==> src/rtl/ahb_pkg.sv <==
// AHB-Lite encodings and the bus initiator state type, shared by the master and its address generator.
// Holds HTRANS/HBURST/HSIZE codes, the FSM state enum and a burst-code selection helper.
// No ports; imported by ahb_addr_gen and ahb_lite_master.
package ahb_pkg;

  localparam logic [1:0] HTRANS_IDLE   = 2'b00;
  localparam logic [1:0] HTRANS_BUSY   = 2'b01;
  localparam logic [1:0] HTRANS_NONSEQ = 2'b10;
  localparam logic [1:0] HTRANS_SEQ    = 2'b11;

  localparam logic [2:0] HBURST_SINGLE = 3'b000;
  localparam logic [2:0] HBURST_INCR   = 3'b001;
  localparam logic [2:0] HBURST_WRAP4  = 3'b010;
  localparam logic [2:0] HBURST_WRAP8  = 3'b100;
  localparam logic [2:0] HBURST_WRAP16 = 3'b110;

  localparam logic [2:0] HSIZE_BYTE = 3'b000;
  localparam logic [2:0] HSIZE_HALF = 3'b001;
  localparam logic [2:0] HSIZE_WORD = 3'b010;

  typedef enum logic [2:0] {IDLE, ADDR, PIPE, LAST, ERR} master_state_t;

  // Wrapping bursts exist only for 4/8/16 beats; anything else multi-beat is INCR.
  function automatic logic [2:0] pick_burst(input int unsigned beats, input logic wrap);
    logic [2:0] code;
    code = HBURST_INCR;
    if (beats == 1)
      code = HBURST_SINGLE;
    else if (wrap && beats == 4)
      code = HBURST_WRAP4;
    else if (wrap && beats == 8)
      code = HBURST_WRAP8;
    else if (wrap && beats == 16)
      code = HBURST_WRAP16;
    return code;
  endfunction

endpackage

==> src/rtl/ahb_addr_gen.sv <==
// Combinational next-beat address for an AHB burst.
// Ports: addr/hsize/hburst in; next_addr (addr + 1<<hsize, wrapped inside the
// burst block for WRAPx) and crosses_1k (INCR step leaves the current 1KB page) out.
module ahb_addr_gen
  import ahb_pkg::*;
(
  input  logic [31:0] addr,
  input  logic [2:0]  hsize,
  input  logic [2:0]  hburst,
  output logic [31:0] next_addr,
  output logic        crosses_1k
);

  logic [31:0] step;
  logic [31:0] incr;
  logic [31:0] wrap_bytes;
  logic [31:0] wrap_mask;
  logic        is_wrap;

  always_comb begin
    step       = 32'd1 << hsize;
    incr       = addr + step;
    is_wrap    = 1'b1;
    wrap_bytes = 32'd0;
    case (hburst)
      HBURST_WRAP4:  wrap_bytes = 32'd4 << hsize;
      HBURST_WRAP8:  wrap_bytes = 32'd8 << hsize;
      HBURST_WRAP16: wrap_bytes = 32'd16 << hsize;
      default:       is_wrap = 1'b0;
    endcase
    wrap_mask = wrap_bytes - 32'd1;

    if (is_wrap) begin
      // Upper bits stay fixed, low bits roll over within the aligned block;
      // a wrap block never spans a 1KB page so no restart is needed.
      next_addr  = (addr & ~wrap_mask) | (incr & wrap_mask);
      crosses_1k = 1'b0;
    end else begin
      next_addr  = incr;
      crosses_1k = (incr[31:10] != addr[31:10]);
    end
  end

endmodule

==> src/rtl/ahb_lite_master.sv <==
// AHB-Lite bus initiator: takes one single/multi-beat request from a local client and runs it on the bus.
// Ports: clk/n_rst; client side req*/req_ack/busy/done/err, wdata/wdata_ack, rdata/rdata_valid;
// bus side haddr/htrans/hwrite/hsize/hburst/hwdata out, hrdata/hready/hresp in. Macro AHB_MASTER_WRAP_EN adds req_wrap (WRAP4/8/16).
module ahb_lite_master
  import ahb_pkg::*;
#(
  parameter  int MAX_BEATS = 16,
  localparam int BEAT_W    = $clog2(MAX_BEATS + 1)
) (
  input  logic              clk,
  input  logic              n_rst,
`ifdef AHB_MASTER_WRAP_EN
  input  logic              req_wrap,
`endif
  input  logic              req,
  input  logic              req_write,
  input  logic [31:0]       req_addr,
  input  logic [2:0]        req_size,
  input  logic [BEAT_W-1:0] req_beats,
  output logic              req_ack,
  output logic              busy,
  output logic              done,
  output logic              err,
  input  logic [31:0]       wdata,
  output logic              wdata_ack,
  output logic [31:0]       rdata,
  output logic              rdata_valid,
  output logic [31:0]       haddr,
  output logic [1:0]        htrans,
  output logic              hwrite,
  output logic [2:0]        hsize,
  output logic [2:0]        hburst,
  output logic [31:0]       hwdata,
  input  logic [31:0]       hrdata,
  input  logic              hready,
  input  logic              hresp
);

  master_state_t     state;
  logic [BEAT_W-1:0] addr_left;
  logic [BEAT_W-1:0] data_left;
  logic [1:0]        htrans_q;
  logic [BEAT_W-1:0] beats_eff;
  logic              wrap_sel;
  logic [31:0]       next_addr;
  logic              crosses_1k;
  logic              data_phase;
  logic              err_first;

  function automatic logic [BEAT_W-1:0] sat_dec(input logic [BEAT_W-1:0] v);
    return (v == '0) ? v : v - BEAT_W'(1);
  endfunction

`ifdef AHB_MASTER_WRAP_EN
  assign wrap_sel = req_wrap;
`else
  assign wrap_sel = 1'b0;
`endif

  assign beats_eff  = (req_beats == '0) ? BEAT_W'(1) : req_beats;
  assign data_phase = (state == PIPE) || (state == LAST);
  assign err_first  = data_phase && hresp && !hready;

  // The pending address is cancelled in the very first ERROR cycle, before
  // the registered IDLE takes over in the second cycle.
  assign htrans    = err_first ? HTRANS_IDLE : htrans_q;
  assign wdata_ack = data_phase && hready && hwrite;
  assign hwdata    = (data_phase && hwrite) ? wdata : 32'd0;
  assign done      = hready && ((state == LAST) || (state == ERR));
  assign err       = hready && (state == ERR);

  ahb_addr_gen u_addr_gen (
    .addr       (haddr),
    .hsize      (hsize),
    .hburst     (hburst),
    .next_addr  (next_addr),
    .crosses_1k (crosses_1k)
  );

  always_ff @(posedge clk or negedge n_rst) begin
    if (!n_rst) begin
      state       <= IDLE;
      addr_left   <= '0;
      data_left   <= '0;
      haddr       <= 32'd0;
      htrans_q    <= HTRANS_IDLE;
      hwrite      <= 1'b0;
      hsize       <= HSIZE_BYTE;
      hburst      <= HBURST_SINGLE;
      req_ack     <= 1'b0;
      busy        <= 1'b0;
      rdata       <= 32'd0;
      rdata_valid <= 1'b0;
    end else begin
      req_ack     <= 1'b0;
      rdata_valid <= 1'b0;

      if (data_phase && hready && !hresp && !hwrite) begin
        rdata       <= hrdata;
        rdata_valid <= 1'b1;
      end

      case (state)
        IDLE: begin
          if (req) begin
            addr_left <= beats_eff;
            data_left <= beats_eff;
            haddr     <= req_addr;
            htrans_q  <= HTRANS_NONSEQ;
            hwrite    <= req_write;
            hsize     <= req_size;
            hburst    <= pick_burst(32'(beats_eff), wrap_sel);
            req_ack   <= 1'b1;
            busy      <= 1'b1;
            state     <= ADDR;
          end
        end

        ADDR: begin
          if (hready) begin
            addr_left <= sat_dec(addr_left);
            if (addr_left == BEAT_W'(1)) begin
              htrans_q <= HTRANS_IDLE;
              state    <= LAST;
            end else begin
              haddr    <= next_addr;
              htrans_q <= crosses_1k ? HTRANS_NONSEQ : HTRANS_SEQ;
              state    <= PIPE;
            end
          end
        end

        PIPE: begin
          if (err_first) begin
            htrans_q <= HTRANS_IDLE;
            state    <= ERR;
          end else if (hready) begin
            addr_left <= sat_dec(addr_left);
            data_left <= sat_dec(data_left);
            if (addr_left == BEAT_W'(1)) begin
              htrans_q <= HTRANS_IDLE;
              state    <= LAST;
            end else begin
              haddr    <= next_addr;
              htrans_q <= crosses_1k ? HTRANS_NONSEQ : HTRANS_SEQ;
            end
          end
        end

        LAST: begin
          if (err_first) begin
            htrans_q <= HTRANS_IDLE;
            state    <= ERR;
          end else if (hready) begin
            data_left <= sat_dec(data_left);
            busy      <= 1'b0;
            state     <= IDLE;
          end
        end

        ERR: begin
          if (hready) begin
            addr_left <= '0;
            data_left <= '0;
            busy      <= 1'b0;
            state     <= IDLE;
          end
        end

        default: state <= IDLE;
      endcase
    end
  end

endmodule
==> config.mk <==
export PLATFORM = sky130hd
export DESIGN_NAME = ahb_lite_master
export DESIGN_NICKNAME = d
export VERILOG_FILES = /design/src/rtl/ahb_pkg.sv /design/src/rtl/ahb_addr_gen.sv /design/src/rtl/ahb_lite_master.sv
export SDC_FILE = /design/constraint.sdc
export NUM_CORES = 1
export LEC_CHECK = 0
export ABC_AREA = 1
export CORE_MARGIN = 4
export CORE_UTILIZATION = 40
export DETAILED_ROUTE_END_ITERATION = 10
export GPL_ROUTABILITY_DRIVEN = 0
export GPL_TIMING_DRIVEN = 0
export PLACE_DENSITY_LB_ADDON = 0.12
export SKIP_LAST_GASP = 1
export SLEW_MARGIN = 20
export SYNTH_ARGS = -nofsm -noshare
export SYNTH_HDL_FRONTEND = slang
export SYNTH_SLANG_ARGS = --single-unit
==> constraint.sdc <==
create_clock -name clk -period 2.3 [get_ports clk]
set_clock_uncertainty 0.05 [all_clocks]
set_input_delay 0.345 -clock clk [delete_from_list [all_inputs] [get_ports clk]]
set_output_delay 0.345 -clock clk [all_outputs]
set_load 0.05 [all_outputs]
==> metrics.log, run 1 <==
[metrics] upper clock frequency limit: 430 MHz
[metrics] worst-case clock buffer depth: 2
[metrics] Placement Rows: 41
[metrics] most frequent standard cell in the layout excluding fill and tap cells: sky130_fd_sc_hd__nand2_1
[metrics] compound-cell area share of the yosys netlist: 7.93%
[metrics] average footprint of a synthesized cell: 6.49 sq um
[metrics] overall global routing resource usage: 23.4%
[metrics] proportion of netlist area held by the largest area contributor: 38.5%
[metrics] post-layout minimum cycle time: 2330 ps
[metrics] clock root buffer: sky130_fd_sc_hd__clkbuf_16
[metrics] leakage power figure: 0.00421 uW
[metrics] slew of the pin with the lowest slew margin: 643 ps
[metrics] floorplan core area: 12800 sq um
[metrics] pins over their slew limit: 0
[metrics] critical path's most frequent cell: sky130_fd_sc_hd__nand2_1
[metrics] unrepaired setup endpoints after global routing: yes
[metrics] total global routing overflow: 0
[metrics] number of warnings reported in the yosys synthesis log: 0
[metrics] Syn-to-layout area delta: 54.6%
[metrics] beginning of the worst register-to-register path: hsize[1]$_DFFE_PN0P_
[metrics] share of async-settable or async-resettable flops after synthesis: 100%
[metrics] Critical path origin: hsize[1]$_DFFE_PN0P_
[metrics] Post-Syn Instances: 821
[metrics] max cap viols: 0
[metrics] worst endpoint required time: 2490 ps
[metrics] startpoint class of the critical path: register
[metrics] nature of the critical path endpoint: register
[metrics] fraction of final layout cells sized beyond drive strength 1: 13.7%
[metrics] vias in the first global route: 5613
[metrics] final worst-path setup slack: -27.7 ps
[metrics] starting density of the core: 41.6%
[metrics] sequential fraction of the synthesis area: 38.5%
[metrics] type of the setup path with the least slack: reg -> reg
[metrics] status: finished with violations
[metrics] Post-Route WL: 18100 microns
[metrics] number of primary I/O pins: 221
[metrics] most area-consuming cells after synthesis: sky130_fd_sc_hd__dfrtp_1 (38%), sky130_fd_sc_hd__nand2_1 (22%), sky130_fd_sc_hd__inv_1 (7.8%)
[metrics] count of unresolved DRC violations after routing: 0
[metrics] xor/xnor share of the synthesized area: 1.31%
[metrics] hold path start: rdata[8]$_DFFE_PN0P_
[metrics] total number of clock tree sinks: 82
[metrics] final hold violation count: 0
[metrics] post-route ant nets: 0
[metrics] Port Buffers: 218
[metrics] post-synthesis adder-cell area fraction: 2.72%
[metrics] total inserted antenna cells: 0
[metrics] clock insertion delay at the later pin of the skew report: 350 ps
[metrics] maximum level of the CTS H-tree: 3
[metrics] clock buffer count from CTS: 9
[metrics] share of cell area taken by muxes after synthesis: 0%
[metrics] predominant post-synthesis flop cell: sky130_fd_sc_hd__dfrtp_1
[metrics] vias per inst: 4.80
[metrics] path type of the worst min-delay path: reg -> reg
[metrics] stage delay of the slowest cell on the critical path: 460 ps
[metrics] worst reg2reg setup slack: -30 ps
[metrics] Yosys cell types: 39
[metrics] CTS clock-pin slew for the worst setup and hold paths: 70 ps
[metrics] Final nets: 1189
[metrics] TritonCTS clock tree: done
[metrics] Bufs and invs on worst path: 3
[metrics] cell area after synthesis: 5330 sq um
[metrics] cell breakdown of the critical path: buf_4 > nor3_2 > inv_1 > fa_2 > o21ai_4 > buf_6 > nand2_1 > nand2_2 > nand2_2 > nand2_1 > nand2_1 > nand2_1 > nand2_1 > nand2_1 > nand2_1
[metrics] number of flops mapped to enable cells by yosys: 0
[metrics] Critical Path Fanout Max: 5
[metrics] Post-Synth Simple-Gate Area: 38.5%
[metrics] final design utilization: 64.3%
[metrics] detailed-route wire length per cell: 14.5 microns
[metrics] dpl hpwl: 13900 microns
[metrics] dominant combinational cell family by area after synthesis: simple AND/OR/NAND/NOR gates
[metrics] number of vias in the routed layout: 5977
[metrics] post-route fraction of the period consumed by the critical path: 101%
[metrics] flops & latches, synth: 82
[metrics] commonest cells after routing, fill and taps aside: sky130_fd_sc_hd__nand2_1 (303), sky130_fd_sc_hd__clkdlybuf4s50_1 (180), sky130_fd_sc_hd__nor2_1 (109)
[metrics] Detailed Route Iter0 Violations: 383
[metrics] post-synthesis cell type with the largest combined area: sky130_fd_sc_hd__dfrtp_1
[metrics] cell family contributing the most delay on the critical path: simple AND/OR/NAND/NOR gates
[metrics] Post-Place Worst Slack: -384 ps
[metrics] largest net degree at the start of global routing: 45
[metrics] Total Die Area: 15200 sq um
[metrics] floorplan die width: 123 microns
[metrics] Cell Pwr Density: 1620 nW/um^2
[metrics] violated checks: negative setup slack
[metrics] Max VDD drop: 0.898 mV
[metrics] Worst path slowest cell: sky130_fd_sc_hd__dfrtp_2
[metrics] Arrival @ worst endpoint: 2520 ps
[metrics] number of cells after detailed placement: 1213
[metrics] worst slew margin relative to its limit: 56.8%
[metrics] number of detailed-route iterations in the first pass: 5
[metrics] Die Height: 123 microns
[metrics] global-route wire length before repair: 27700 microns
[metrics] number of antenna violations at the first check in global routing: 0
[metrics] filler-free cell count of the finished design: 1245
[metrics] setup violators final: 5
## area by class of cell
type	count	area, sq um
buffer	26	148
inverter	118	450
fill	1201	4580
clock buffer	10	239
tap	172	215
sequential	82	2060
clock inverter	6	55.1
multi-input combinational	596	2830
timing repair buffer	235	2250
## stage by stage
| stage | TNS (ps) | total power, uW | cell area, sq um | hold slack (ps) |
|---|---|---|---|---|
| 2_1_floorplan | 0 | 8710 | 5350 | -0.591 |
| 3_3_place_gp | -198330 | 11500 | 7750 | 403 |
| 3_5_place_dp | -9710 | 11600 | 7770 | 317 |
| 4_1_cts | -381 | 13100 | 8050 | 425 |
| 5_1_grt | -1660 | 14200 | 8240 | 435 |
| 6_report | -77.3 | 13300 | 8240 | 422 |
## logic make-up (layout without fill, tap and decap cells)
| family | after synthesis | after routing |
|---|---|---|
| other | 1 | 2 |
| xor gates and xnor gates | 8 | 8 |
| AOI/OAI and AO/OA | 71 | 71 |
| adders and majority gates | 11 | 11 |
| buffers and inverters | 144 | 395 |
| DFF | 82 | 82 |
| and+or+nand+nor | 504 | 504 |
## metal layers
layer / wire, microns / share of wire, % / GRT usage (%)
met1: 7070 / 39 / 26.7
met2: 8960 / 50 / 41.3
met3: 1700 / 9.4 / 8.65
met4: 340 / 1.9 / 6.37
met5: 0 / 0 / 0
## worst reg2reg max path, cell delays in order, from the launching register on
cell and delay [ps]:
sky130_fd_sc_hd__dfrtp_2 460, sky130_fd_sc_hd__buf_4 150, sky130_fd_sc_hd__nor3_2 220, sky130_fd_sc_hd__inv_1 90
sky130_fd_sc_hd__fa_2 390, sky130_fd_sc_hd__o21ai_4 200, sky130_fd_sc_hd__buf_6 130, sky130_fd_sc_hd__nand2_1 50
sky130_fd_sc_hd__nand2_2 80, sky130_fd_sc_hd__nand2_2 70, sky130_fd_sc_hd__nand2_1 60, sky130_fd_sc_hd__nand2_1 50
sky130_fd_sc_hd__nand2_1 60, sky130_fd_sc_hd__nand2_1 50, sky130_fd_sc_hd__nand2_1 70, sky130_fd_sc_hd__nand2_1 40
## sequential cells by signal (all words and copies together) (netlist names)
register,cells
addr_left,5
busy,1
haddr,32
hburst,1
hsize,3
htrans_q,2
hwrite,1
rdata,32
rdata_valid,1
req_ack,1
state,3
## path summary, 6_finish.rpt
check | endpoint | cells past startpoint
min in group asynchronous | haddr[14]$_DFFE_PN0P_ | 2
max in group asynchronous | state[2]$_DFFE_PN0P_ | 3
setup reg to reg | haddr[22]$_DFFE_PN0P_ | 15
setup / recovery | haddr[22]$_DFFE_PN0P_ | 15
hold reg to reg | rdata[8]$_DFFE_PN0P_ | 2
hold / removal | rdata[8]$_DFFE_PN0P_ | 2
## where the power goes
| group | internal (uW) | switching (uW) | total [uW] |
|---|---|---|---|
| clock network | 784 | 655 | 1440 |
| logic | 2980 | 5980 | 8960 |
| registers | 2190 | 734 | 2930 |
## what timing repair did
| action | in CTS | in global routing |
|---|---|---|
| gates resized for setup | 213 | 49 |
| setup buffers | 2 | 12 |
| pin swaps | 1 | 18 |
| hold buffers | 1 | 0 |
| endpoints found under the setup margin | 55 | 63 |
| gates cloned | 1 | 0 |
| hold endpoints to repair | 38 | 0 |
## Yosys cell counts, types with 2 or more instances
cell type	instances
sky130_fd_sc_hd__clkbuf_1	7
sky130_fd_sc_hd__nor2_2	2
sky130_fd_sc_hd__nor2_1	110
sky130_fd_sc_hd__ha_1	10
sky130_fd_sc_hd__nor3_1	18
sky130_fd_sc_hd__buf_4	5
sky130_fd_sc_hd__nand2_2	3
sky130_fd_sc_hd__o21ai_1	9
sky130_fd_sc_hd__a21oi_1	14
sky130_fd_sc_hd__nand3_1	33
sky130_fd_sc_hd__inv_1	111
sky130_fd_sc_hd__buf_2	13
sky130_fd_sc_hd__or2_2	2
sky130_fd_sc_hd__xnor2_1	4
sky130_fd_sc_hd__nand4_1	12
sky130_fd_sc_hd__xor2_1	4
sky130_fd_sc_hd__o31ai_1	3
sky130_fd_sc_hd__dfrtp_1	82
sky130_fd_sc_hd__inv_2	7
sky130_fd_sc_hd__a22oi_1	4
sky130_fd_sc_hd__nand2_1	318
sky130_fd_sc_hd__o21ai_0	29
sky130_fd_sc_hd__o211ai_1	2
sky130_fd_sc_hd__o22ai_1	4
Note: power is estimated with default switching activity, not from simulation.
==> run 2, diff against run 1 <==
CTS_BUF_LIST = sky130_fd_sc_hd__clkbuf_2   (was not set)
==> run 2 against run 1 <==
The run still ends with negative setup slack left. Clock power is 47% lower. Flip-flop and latch count did not move. Worst setup slack improved by 7.6 ps. Total power down 4.8%. Utilization increased by 2.3 points. Combinational power hardly changed. Maximum frequency grew 0.33%. Hold slack worse by 290 ps. Routed wire length up 5.6%. Via count is 0.55% higher. Critical path type unchanged. Largest power group unchanged.
==> metrics.log, run 2 (synthesis results as in run 1) <==
[metrics] fraction of final layout cells sized beyond drive strength 1: 17.7%
[metrics] startpoint class of the critical path: register
[metrics] switching share of total power: 59.3%
[metrics] number of cells after detailed placement: 1213
[metrics] Post-Route WL: 19100 microns
[metrics] Die Height: 123 microns
[metrics] violated checks: negative setup slack
[metrics] Final nets: 1195
[metrics] Max VDD drop: 0.830 mV
[metrics] Arrival @ worst endpoint: 2800 ps
[metrics] global-route wire length before repair: 28500 microns
[metrics] pins over their slew limit: 0
[metrics] clock root buffer: sky130_fd_sc_hd__clkbuf_2
[metrics] post-route fraction of the period consumed by the critical path: 101%
[metrics] number of detailed-route iterations in the first pass: 5
[metrics] final worst-path setup slack: -20.1 ps
[metrics] vias in the first global route: 5776
[metrics] number of primary I/O pins: 221
[metrics] maximum level of the CTS H-tree: 3
[metrics] TritonCTS clock tree: done
[metrics] nature of the critical path endpoint: register
[metrics] floorplan die width: 123 microns
[metrics] worst slew margin relative to its limit: 57.1%
[metrics] CTS clock-pin slew for the worst setup and hold paths: 270 ps
[metrics] combinational group share of total power: 70.9%
[metrics] leakage power figure: 0.00443 uW
[metrics] Net Sw Power: 7520 uW
[metrics] commonest cells after routing, fill and taps aside: sky130_fd_sc_hd__nand2_1 (303), sky130_fd_sc_hd__clkdlybuf4s50_1 (108), sky130_fd_sc_hd__inv_1 (103)
[metrics] unrepaired setup endpoints after global routing: yes
[metrics] clock buffer count from CTS: 9
[metrics] Tot Pwr: 12700 uW
[metrics] worst endpoint required time: 2780 ps
[metrics] proportion of power drawn by the clock network: 6.1%
[metrics] Worst path slowest cell: sky130_fd_sc_hd__dfrtp_2
[metrics] Placement Rows: 41
[metrics] worst hold slack after final layout: 134 ps
[metrics] worst-case clock buffer depth: 2
[metrics] type of the setup path with the least slack: reg -> reg
[metrics] count of unresolved DRC violations after routing: 0
[metrics] total global routing overflow: 0
[metrics] stage delay of the slowest cell on the critical path: 510 ps
[metrics] Pint: 5160 uW
[metrics] Port Buffers: 218
[metrics] status: finished with violations
[metrics] FILL cells: 1142
[metrics] starting density of the core: 41.6%
[metrics] number of vias in the routed layout: 6010
[metrics] upper clock frequency limit: 431 MHz
[metrics] vias per inst: 4.80
[metrics] max cap viols: 0
[metrics] Bufs and invs on worst path: 2
[metrics] floorplan core area: 12800 sq um
[metrics] Setup TNS: -42.5 ps
[metrics] path type of the worst min-delay path: in -> async
[metrics] filler-free cell count of the finished design: 1252
[metrics] Critical Path Fanout Max: 5
[metrics] post-route ant nets: 0
[metrics] Total Die Area: 15200 sq um
[metrics] most frequent standard cell in the layout excluding fill and tap cells: sky130_fd_sc_hd__nand2_1
[metrics] setup violators final: 3
[metrics] number of antenna violations at the first check in global routing: 1
[metrics] Detailed Route Iter0 Violations: 368
[metrics] cell family contributing the most delay on the critical path: adder cells
[metrics] Cell Pwr Density: 1490 nW/um^2
[metrics] post-layout minimum cycle time: 2320 ps
[metrics] dpl hpwl: 13900 microns
[metrics] Syn-to-layout area delta: 60.2%
[metrics] final hold violation count: 0
[metrics] largest net degree at the start of global routing: 45
[metrics] detailed-route wire length per cell: 15.3 microns
[metrics] cell breakdown of the critical path: nor3_2 > ha_2 > inv_2 > fa_2 > o21ai_4 > nand2_2 > nand2_4 > buf_6 > nand3_1 > a21oi_1 > o21ai_1
[metrics] total number of clock tree sinks: 82
[metrics] overall global routing resource usage: 24.2%
[metrics] clock insertion delay at the later pin of the skew report: 630 ps
[metrics] sequential cell fraction of total power: 23.0%
[metrics] top flop regs: haddr x32, rdata x32, addr_left x5
[metrics] slew of the pin with the lowest slew margin: 638 ps
[run 2: cell types whose count changed in the layout (fill, tap and decap cells not counted), sizes merged]
cell,delta
dlymetal6s2s,+4
nand2,+1
diode,+1
clkdlybuf4s15,-4
dlygate4sd2,+68
clkbuf,+1
inv,-1
clkinv,+2
clkdlybuf4s50,-72
buf,+7
[run 2: final timing paths]
| kind | endpoint | slack (ps) | cells after the start | start |
|---|---|---|---|---|
| max reg2reg | haddr[28]$_DFFE_PN0P_ | -20 | 11 | hsize[0]$_DFFE_PN0P_ |
| max | haddr[28]$_DFFE_PN0P_ | -20 | 11 | hsize[0]$_DFFE_PN0P_ |
| max in group asynchronous | hwrite$_DFFE_PN0P_ | 1440 | 3 | n_rst |
| min reg2reg | rdata[21]$_DFFE_PN0P_ | 460 | 2 | rdata[21]$_DFFE_PN0P_ |
| min in group clk | rdata[30]$_DFFE_PN0P_ | 140 | 3 | hrdata[30] |
| min | haddr[14]$_DFFE_PN0P_ | 130 | 2 | n_rst |
[run 2: final cells by class]
type	count	area, sq um	area share (%)
antenna	1	2.50	0.0293
buffer	26	198	2.31
sequential	82	2060	24.1
timing repair buffer	240	2390	27.9
multi-input combinational	597	3120	36.5
clock inverter	7	58.8	0.688
tap	172	215	2.52
inverter	118	458	5.36
clock buffer	9	45.0	0.527
[run 2: power by group through the flow]
| stage | Sequential [uW] | Clock, uW | Combinational [uW] |
|---|---|---|---|
| 4_1_cts | 2880 | 795 | 8560 |
| 6_report | 2920 | 770 | 8990 |
| 2_1_floorplan | 4960 | 0 | 3740 |
| 3_5_place_dp | 2920 | 0 | 8650 |
| 3_3_place_gp | 2920 | 0 | 8580 |
| 5_1_grt | 3010 | 855 | 9730 |
[run 2: metrics by stage]
step	utilization (%)	instance area, sq um	setup WS [ps]
floorplan	-	5350	1.34
global placement	60.4	7750	-2620
detailed placement	60.6	7770	-384
CTS	63.1	8100	-48.1
global route	66.6	8540	-132
finish	66.6	8540	-20.1
[run 2: what timing repair did]
item	CTS	global route
cloned	3	2
gates resized for setup	382	100
pin swaps	5	20
buffers inserted	9	7
hold endpoints to repair	76	0
hold buffers	1	0
setup endpoints to repair	123	68
[run 2: metal layers]
layer  track usage (%)  part of all wire (%)  vias up
met3              8.69                   8.8       26
met1              27.8                    38     2734
met2              42.4                    51      213
met5                 0                     0        -
li1                  -                     -     3037
met4              6.85                   1.5        0
==> run 3, diff against run 2 <==
==> constraint.sdc (replaced) <==
create_clock -name clk -period 2.3 [get_ports clk]
set_clock_uncertainty 0.05 [all_clocks]
set_input_delay 0.46 -clock clk [delete_from_list [all_inputs] [get_ports clk]]
set_output_delay 0.46 -clock clk [all_outputs]
set_load 0.05 [all_outputs]
==> run 3 against run 2 <==
The run still ends with negative setup slack left. First-iteration DRC count rose by 18%. Utilization rose by 2.6 points. Sequential power about the same. Critical path depth down 4. Worst setup slack got worse by 78 ps. Combinational power increased by 4.7%. Cell count rose by 0.88%. Critical endpoint is now hwdata[12].
==> metrics.log, run 3 (synthesis results as in run 1) <==
[metrics] vias in the first global route: 5939
[metrics] TritonCTS clock tree: done
[metrics] Syn-to-layout area delta: 66.4%
[metrics] Placement Rows: 41
[metrics] clock insertion delay at the later pin of the skew report: 640 ps
[metrics] final design utilization: 69.2%
[metrics] fraction of final layout cells sized beyond drive strength 1: 21.9%
[metrics] final worst-path setup slack: -98.4 ps
[metrics] clock root buffer: sky130_fd_sc_hd__clkbuf_2
[metrics] max cap viols: 0
[metrics] Die Height: 123 microns
[metrics] startpoint class of the critical path: register
[metrics] overall global routing resource usage: 25.2%
[metrics] vias per inst: 4.92
[metrics] setup violators final: 35
[metrics] path type of the worst min-delay path: in -> reg
[metrics] Arrival @ worst endpoint: 1890 ps
[metrics] unrepaired setup endpoints after global routing: yes
[metrics] count of unresolved DRC violations after routing: 0
[metrics] worst endpoint required time: 1790 ps
[metrics] stage delay of the slowest cell on the critical path: 480 ps
[metrics] post-route fraction of the period consumed by the critical path: 104%
[metrics] post-layout minimum cycle time: 2400 ps
[metrics] starting density of the core: 41.6%
[metrics] upper clock frequency limit: 417 MHz
[metrics] CTS clock-pin slew for the worst setup and hold paths: 280 ps
[metrics] nature of the critical path endpoint: primary output
[metrics] number of antenna violations at the first check in global routing: 1
[metrics] dpl hpwl: 13900 microns
[metrics] Post-Place Worst Slack: -614 ps
[metrics] cell breakdown of the critical path: inv_4 > nand2_4 > inv_6 > nand2_8 > clkbuf_16 > nor2_4 > buf_8
[metrics] violated checks: negative setup slack
[metrics] beginning of the worst register-to-register path: hsize[0]$_DFFE_PN0P_
[metrics] type of the setup path with the least slack: reg -> out
[metrics] Total Die Area: 15200 sq um
[metrics] maximum level of the CTS H-tree: 3
[metrics] Worst path slowest cell: sky130_fd_sc_hd__dfrtp_1
[metrics] leakage power figure: 0.00450 uW
[metrics] number of primary I/O pins: 221
[metrics] Detailed Route Iter0 Violations: 436
[metrics] worst-case clock buffer depth: 2
[metrics] total global routing overflow: 0
[metrics] Max VDD drop: 0.831 mV
[metrics] number of vias in the routed layout: 6213
[metrics] status: finished with violations
[metrics] most frequent standard cell in the layout excluding fill and tap cells: sky130_fd_sc_hd__nand2_1
[metrics] Cell Pwr Density: 1480 nW/um^2
[metrics] slew of the pin with the lowest slew margin: 656 ps
[metrics] floorplan die width: 123 microns
[metrics] cell family contributing the most delay on the critical path: buffers and inverters
[metrics] top flop regs: haddr x32, rdata x32, addr_left x5
[metrics] worst hold slack after final layout: 242 ps
[metrics] post-route standard cell area excluding fillers: 8870 sq um
[metrics] post-route ant nets: 0
[metrics] total number of clock tree sinks: 82
[metrics] commonest cells after routing, fill and taps aside: sky130_fd_sc_hd__nand2_1 (290), sky130_fd_sc_hd__clkdlybuf4s50_1 (108), sky130_fd_sc_hd__inv_1 (102)
[metrics] Post-Route WL: 19800 microns
[metrics] largest net degree at the start of global routing: 45
[metrics] hold path start: hrdata[30]
[metrics] final hold violation count: 0
[metrics] Bufs and invs on worst path: 4
[metrics] number of detailed-route iterations in the first pass: 5
[metrics] global-route wire length before repair: 29600 microns
[metrics] pins over their slew limit: 0
[metrics] floorplan core area: 12800 sq um
[metrics] worst slew margin relative to its limit: 55.9%
[metrics] Critical Path Fanout Max: 5
[metrics] detailed-route wire length per cell: 15.7 microns
[metrics] cell area after placement: 7770 sq um
[metrics] Critical path origin: state[2]$_DFFE_PN0P_
[metrics] FILL cells: 1073
[metrics] Port Buffers: 218
[metrics] Final nets: 1206
[metrics] clock buffer count from CTS: 9
==> run 3: cell types whose count changed in the layout (fill, tap and decap cells not counted), sizes merged, moves of 4 or more <==
cell	previous run	this run
clkbuf	16	21
dlymetal6s2s	4	0
clkdlybuf4s15	0	7
buf	78	86
dlygate4sd2	68	63
==> run 3: area by class of cell <==
type,instances,area (sq um),share of cell area (%)
Inverter,118,457,5.15
Tap cell,172,215,2.43
Antenna cell,1,2.50,0.0282
Multi-Input combinational cell,597,3300,37.2
Clock inverter,7,58.8,0.663
Clock buffer,9,45.0,0.508
Timing Repair Buffer,251,2520,28.5
Sequential cell,82,2060,23.2
Buffer,26,208,2.34
==> run 3: worst reg2reg max path: cells and delay by family, from the launching register on <==
| kind | cells | cell delay (ps) |
|---|---|---|
| and+or+nand+nor | 8 | 720 |
| adders and majority gates | 2 | 600 |
| DFF | 1 | 510 |
| AOI/OAI and AO/OA | 1 | 200 |
| buffers and inverters | 2 | 170 |
==> run 3: per-stage QoR <==
| step | instances | power [uW] | TNS (ps) |
|---|---|---|---|
| 2_1_floorplan | 822 | 8710 | 0 |
| 3_3_place_gp | 1212 | 11500 | -215380 |
| 3_5_place_dp | 1213 | 11600 | -17730 |
| 4_1_cts | 1247 | 12500 | -3470 |
| 5_1_grt | 1263 | 14000 | -7620 |
| 6_report | 1263 | 13100 | -2220 |
==> run 3: what timing repair did <==
action,CTS,global route
hold buffers,1,0
endpoints found under the setup margin,127,71
resized for setup,442,107
pin swaps,6,46
gates cloned,5,0
hold endpoints to repair,38,0
buffers inserted,12,15
==> run 3: worst paths after layout <==
check	slack, ps	cells after the start	endpoint
worst min-delay path	240	3	rdata[30]$_DFFE_PN0P_
max in group asynchronous	1330	3	state[0]$_DFFE_PN0P_
worst max register to register	-10	13	haddr[18]$_DFFE_PN0P_
min in group asynchronous	250	2	haddr[14]$_DFFE_PN0P_
worst max-delay path	-100	7	hwdata[12]
worst min register to register	450	2	rdata[8]$_DFFE_PN0P_
==> run 3: routing by layer <==
layer / part of all wire [%] / GRT usage [%]
met5: 0 / 0
met4: 2.3 / 8.17
met3: 8.7 / 8.28
met2: 52 / 44.2
met1: 37 / 28.8
==> run 3: power by group <==
part | internal (uW) | leakage, uW | switching [uW]
Combinational | 3040 | 0.00344 | 6370
Clock | 165 | 0.0000668 | 613
Sequential | 2180 | 0.000994 | 757
Total | 5390 | 0.00450 | 7740
